**src/rtl/pc_sequencer.sv**
```systemverilog
// pc_sequencer: multi-cycle RV32I instruction sequencer.
// Owns the PC and instruction register and commits next_pc once per instruction.
module pc_sequencer #(
    parameter logic [31:0] RESET_VECTOR = 32'h0000_0000,
    parameter logic [31:0] TRAP_VECTOR  = 32'h0000_0010
) (
    input  logic        clk,
    input  logic        reset,
    output logic        imem_req,
    output logic [31:0] imem_addr,
    input  logic        imem_ack,
    input  logic [31:0] imem_rdata,
    output logic [31:0] instr,
    input  logic        cs_mem_access,
    input  logic        cs_reg_write,
    output logic        dmem_req,
    input  logic        dmem_ack,
    input  logic [31:0] next_pc,
    input  logic        halt_req,
    output logic [31:0] pc,
    output logic        reg_write_en,
    output logic        trap,
    output logic [31:0] trap_pc,
    output logic        halted,
    output logic [31:0] retired_count
);

    localparam logic [2:0] S_FETCH   = 3'd0;
    localparam logic [2:0] S_DECODE  = 3'd1;
    localparam logic [2:0] S_EXECUTE = 3'd2;
    localparam logic [2:0] S_MEM     = 3'd3;
    localparam logic [2:0] S_WB      = 3'd4;
    localparam logic [2:0] S_HALT    = 3'd5;

    localparam logic [31:0] NOP = 32'h0000_0013;

    logic [2:0]  state_q, state_d;
    logic [31:0] pc_q, pc_d;
    logic [31:0] instr_q, instr_d;
    logic [31:0] trap_pc_q, trap_pc_d;
    logic [31:0] retired_q, retired_d;
    logic        misaligned;

    assign misaligned = next_pc[1:0] != 2'b00;

    // Acks only matter in the state that raised the matching request,
    // so stray acks elsewhere fall through the case untouched.
    always_comb begin
        state_d   = state_q;
        pc_d      = pc_q;
        instr_d   = instr_q;
        trap_pc_d = trap_pc_q;
        retired_d = retired_q;
        case (state_q)
            S_FETCH: begin
                if (imem_ack) begin
                    instr_d = imem_rdata;
                    state_d = S_DECODE;
                end
            end
            S_DECODE:  state_d = S_EXECUTE;
            S_EXECUTE: state_d = cs_mem_access ? S_MEM : S_WB;
            S_MEM: begin
                if (dmem_ack) begin
                    state_d = S_WB;
                end
            end
            S_WB: begin
                if (misaligned) begin
                    trap_pc_d = pc_q;
                    pc_d      = TRAP_VECTOR;
                end else begin
                    pc_d      = next_pc;
                    retired_d = retired_q + 32'd1;
                end
                state_d = halt_req ? S_HALT : S_FETCH;
            end
            S_HALT: begin
                if (!halt_req) begin
                    state_d = S_FETCH;
                end
            end
            default: state_d = S_FETCH;
        endcase
    end

    always_ff @(posedge clk) begin
        if (reset) begin
            state_q   <= S_FETCH;
            pc_q      <= RESET_VECTOR;
            instr_q   <= NOP;
            trap_pc_q <= 32'h0000_0000;
            retired_q <= 32'h0000_0000;
        end else begin
            state_q   <= state_d;
            pc_q      <= pc_d;
            instr_q   <= instr_d;
            trap_pc_q <= trap_pc_d;
            retired_q <= retired_d;
        end
    end

    // Requests and strobes are masked while reset is held so an in-flight
    // handshake is dropped in the same cycle reset appears.
    assign imem_req      = (state_q == S_FETCH) && !reset;
    assign dmem_req      = (state_q == S_MEM) && !reset;
    assign reg_write_en  = (state_q == S_WB) && !reset && !misaligned && cs_reg_write;
    assign trap          = (state_q == S_WB) && !reset && misaligned;
    assign halted        = (state_q == S_HALT);
    assign imem_addr     = pc_q;
    assign pc            = pc_q;
    assign instr         = instr_q;
    assign trap_pc       = trap_pc_q;
    assign retired_count = retired_q;

endmodule

```
**config.mk**
```make
export PLATFORM = sky130hd
export DESIGN_NAME = pc_sequencer
export DESIGN_NICKNAME = d
export VERILOG_FILES = /design/src/rtl/pc_sequencer.sv
export SDC_FILE = /design/constraint.sdc
export NUM_CORES = 1
export LEC_CHECK = 0
export CORE_MARGIN = 4
export CORE_UTILIZATION = 38
export DETAILED_ROUTE_END_ITERATION = 16
export PLACE_DENSITY = 0.77
export SLEW_MARGIN = 20
export SYNTH_ARGS = -nofsm -noshare
export SYNTH_HDL_FRONTEND = slang
export SYNTH_SLANG_ARGS = --single-unit
```
**constraint.sdc**
```tcl
create_clock -name clk -period 1.55 [get_ports clk]
set_input_delay 0.155 -clock clk [delete_from_list [all_inputs] [get_ports clk]]
set_output_delay 0.155 -clock clk [all_outputs]
set_load 0.005 [all_outputs]
```
==> results.md <==
* Status: finished with violations
* Violations in the final reports: setup timing
* Leading cell types in the layout, fill and taps excluded: 205 x clkdlybuf4s50_1, 103 x nand2_1, 83 x dfxtp_1
* Die extent in x at 127 um
* Largest buffer count on any clock path at 2
* Cell type with the highest occurrence count on the critical path: buf_6
* Asr flop ratio synth at 0%
* Max Slew Vio Count at 0
* Kind of cell adding the most delay to the critical path: simple AND/OR/NAND/NOR gates
* Number of antenna violations at the first check in global routing at 0
* Row Count at 43
* Measured slew at the worst slew-check pin at 0.432 ns
* Largest net degree at the start of global routing at 65
* Worst R2R End: trap_pc[9]$_SDFFE_PP0P_
* Unique masters post-synth at 42
* # fillers at 894
* Number of instances in the synthesized netlist at 637
* Worst hold start: reset
* Tightest hold margin at 0.0816 ns
* Die outline area at 16000 sq um
* Port Buf Inserts at 235
* Power share of the sequential group at 38.9%
* Via count of the first global-routing pass at 5592
* Hold path endpoint: instr[19]$_SDFFE_PP0P_
* Yosys synthesis warning count at 0
* Type of the worst min-delay path: in2reg
* Adder-Cell Fraction of Synth Area at 0.234%
* I/O pin cnt at 236
* Effective utilization at floorplan at 38.7%
* CTS clk-pin slew, worst paths at 0.06 ns
* Global-route wire length before repair at 27900 um
* Crit Path Category: reg2reg
* Fraction of final layout cells with drive strength greater than 1 at 39.5%
* Post-route clock skew at 0.00596 ns
* Worst slew slack as a fraction of its limit at 71.2%
* P_int at 0.00676 W
* FMAX at 543 MHz
* Final ANT Viol Nets at 0
* Shortest clock period the worst path allows after layout at 1.84 ns
* Critical path peak fanout at 16
* Number of DRC violations after detailed-routing iteration 0 at 331
* Share of the synthesized area in compound gates (AO/OA/AOI/OAI) at 14.9%
* Final GP Congestion at 0.829
* Clk sinks at 131
* Switching component of the power at 0.00238 W
* Syn_nets at 709
* Y dimension of the die at 127 um
* Cell at the slowest stage of the critical path: or3b_4
* Clock latency on the worst-skew pair at 0.41 ns
* Clock tree from TritonCTS: built
* Via-per-instance ratio at 5.28
* Cell count of the worst reg-to-reg path at 7
* Delay of the slowest cell on the worst path at 0.44 ns
* P per Cell Area at 878 nW/um^2
* Antenna diodes at 0
* Worst reg2reg setup slack at -0.29 ns
* Share of the core filled with cells at 75.2%
* Data arrival time of the worst path at 2.16 ns
* Leading register cell type out of synthesis: dfxtp_1
* Main combinational cell family by area after synthesis: simple AND/OR/NAND/NOR gates
* TNS Setup at -13.95 ns
* Final nets at 1018
* Combinational cell fraction of total power at 17.0%
* Cells along the critical path: buf_6 -> or3b_4 -> buf_6 -> nor2_4 -> clkbuf_16 -> nand2_1 -> a21oi_1
* Count of flip-flops with a built-in enable after synthesis at 0
* GRT Resource Usage Total at 21.7%
* RSZ-0062 raised after global routing: yes
* Detailed placer's ending HPWL at 12000 um
* Most common cell after layout, fill and taps aside: clkdlybuf4s50_1
* Total overflow reported by the global router at 0
* Crit path capture type: flip-flop
* Number of endpoints with negative hold slack in the final report at 0
* Count of H-tree levels built during CTS at 4
* Number of buffers and inverters on the critical path at 3
* Count of unresolved DRC violations after routing at 0
* Launch point of the worst reg-to-reg path: state_q[0]$_SDFFE_PP0P_
* Root buffer selected by CTS: clkbuf_16
* Flip-flop and latch count after synthesis at 131
* Clock network fraction of design power at 44.1%
* Proportion of synthesized area in mux cells at 0.842%
* Mean instance size in the synthesized netlist at 8.39 sq um
* Setup-violating endpoint count in the final report at 124
* Length of the first detailed-routing pass in iterations at 6
* Area added between synthesis and finish at 94.6%
* Average wire per standard cell at 18.6 um
* Share of the cycle needed by the critical path after routing at 119%
* Startpoint type of the worst setup path: flip-flop
* Sequential-to-total area share from yosys stat at 49.1%
* Xor/xnor share of the synthesized area at 1.15%
* Slack of the critical path at -0.293 ns
* Post-synthesis cell area at 5350 sq um
* Max-cap violations at 0
* Sw Ratio at 26.1%
* Worst path required time at 1.87 ns
* Clock buffers created by TritonCTS at 17
* VDD IR max at 0.664 mV
* Hold Path Depth at 2
* Post-synthesis share of cell area spent on and, or, nand and nor gates at 25.7%
* Core Area at 13800 sq um
* Leak at 4.38 nW
* Via count of the routed design at 6013
* Final wirelength at 21100 um
-- metal layers --
metal / track usage (%) / up-vias / share of wire (%)
met3: 7.75 / 36 / 8.5
met1: 25.3 / 2890 / 39
li1: - / 2806 / -
met2: 35.9 / 281 / 51
met5: 0 / - / 0
met4: 9.34 / 0 / 2.2
-- cell type report --
type                       count  area, sq um  share of cell area [%]
tap                          180          225                    2.17
sequential                   131         2690                    25.8
multi-input combinational    432         3140                    30.2
inverter                       3         11.3                   0.108
clock inverter                13          150                    1.44
clock buffer                  19          443                    4.26
timing repair buffer         361         3740                    36.0
-- metrics by stage --
step           setup WS, ns  power, W  instance area, sq um  std cells
2_1_floorplan       -0.0602   0.00406                  5450        637
3_3_place_gp         -0.372   0.00460                  8260       1059
3_5_place_dp         -0.422   0.00462                  8260       1059
4_1_cts              -0.155   0.00872                  9250       1115
5_1_grt              -0.362   0.00945                 10400       1139
6_report             -0.293   0.00914                 10400       1139
-- sequential cells by signal, summed over array words and instances (netlist names) --
register and count:
trap_pc 32, instr 32, imem_addr 32, state_q 3, retired_count 32
-- kinds of logic (layout without fill, tap and decap cells) --
group	count (synthesis)	in the layout
compound gates	137	137
xor+xnor	7	7
fa+ha+maj	1	1
buf+inv	78	396
flops	131	131
mux	4	4
simple gates	279	283
-- Yosys cell counts, drive strengths merged, types with 3 or more instances --
cell type | number | share of area (%)
nor3 | 5 | 0.56
a22oi | 30 | 4.2
xor2 | 5 | 0.82
o31ai | 14 | 2.0
mux2 | 4 | 0.84
clkbuf | 29 | 2.0
nand3b | 4 | 0.56
and3 | 3 | 0.35
and4 | 5 | 0.84
nor4 | 4 | 0.47
o21ai | 8 | 0.75
nand2 | 146 | 10
nor2 | 44 | 3.1
and2 | 3 | 0.35
dfxtp | 131 | 49
inv | 3 | 0.21
nand4 | 12 | 1.9
buf | 46 | 5.9
nand3 | 11 | 1.0
nor3b | 5 | 1.0
or3 | 6 | 0.70
a21oi | 85 | 8.0
or4 | 16 | 2.2
nor2b | 9 | 1.1
-- power by group through the flow --
| stage | registers [W] | logic [W] | clock network (W) |
|---|---|---|---|
| CTS | 0.00355 | 0.00108 | 0.00409 |
| finish | 0.00356 | 0.00155 | 0.00403 |
| global route | 0.00357 | 0.00163 | 0.00425 |
| floorplan | 0.00363 | 0.000434 | 0 |
| global placement | 0.00361 | 0.000991 | 0 |
| detailed placement | 0.00362 | 0.000997 | 0 |
-- how the worst max path moves through the flow --
stage / startpoint / endpoint / slack [ns] / depth (start not counted)
6_report: state_q[0]$_SDFFE_PP0P_ / trap_pc[9]$_SDFFE_PP0P_ / -0.29 / 7
5_1_grt: state_q[0]$_SDFFE_PP0P_ / trap_pc[9]$_SDFFE_PP0P_ / -0.36 / 7
4_1_cts: state_q[0]$_SDFFE_PP0P_ / imem_addr[14]$_SDFFE_PP0N_ / -0.15 / 7
3_5_place_dp: next_pc[0] / reg_write_en / -0.42 / 5
3_3_place_gp: next_pc[0] / reg_write_en / -0.37 / 5
2_1_floorplan: state_q[0]$_SDFFE_PP0P_ / retired_count[27]$_SDFFE_PP0P_ / -0.06 / 4
-- repair_timing --
action                                  CTS  global route
resized for setup                        78           232
gates cloned                              3            12
endpoints found under the setup margin  112           170
setup buffers                            21            15
pin swaps                                57            98
hold buffers                              0             0
(Power assumes the default switching activity.)
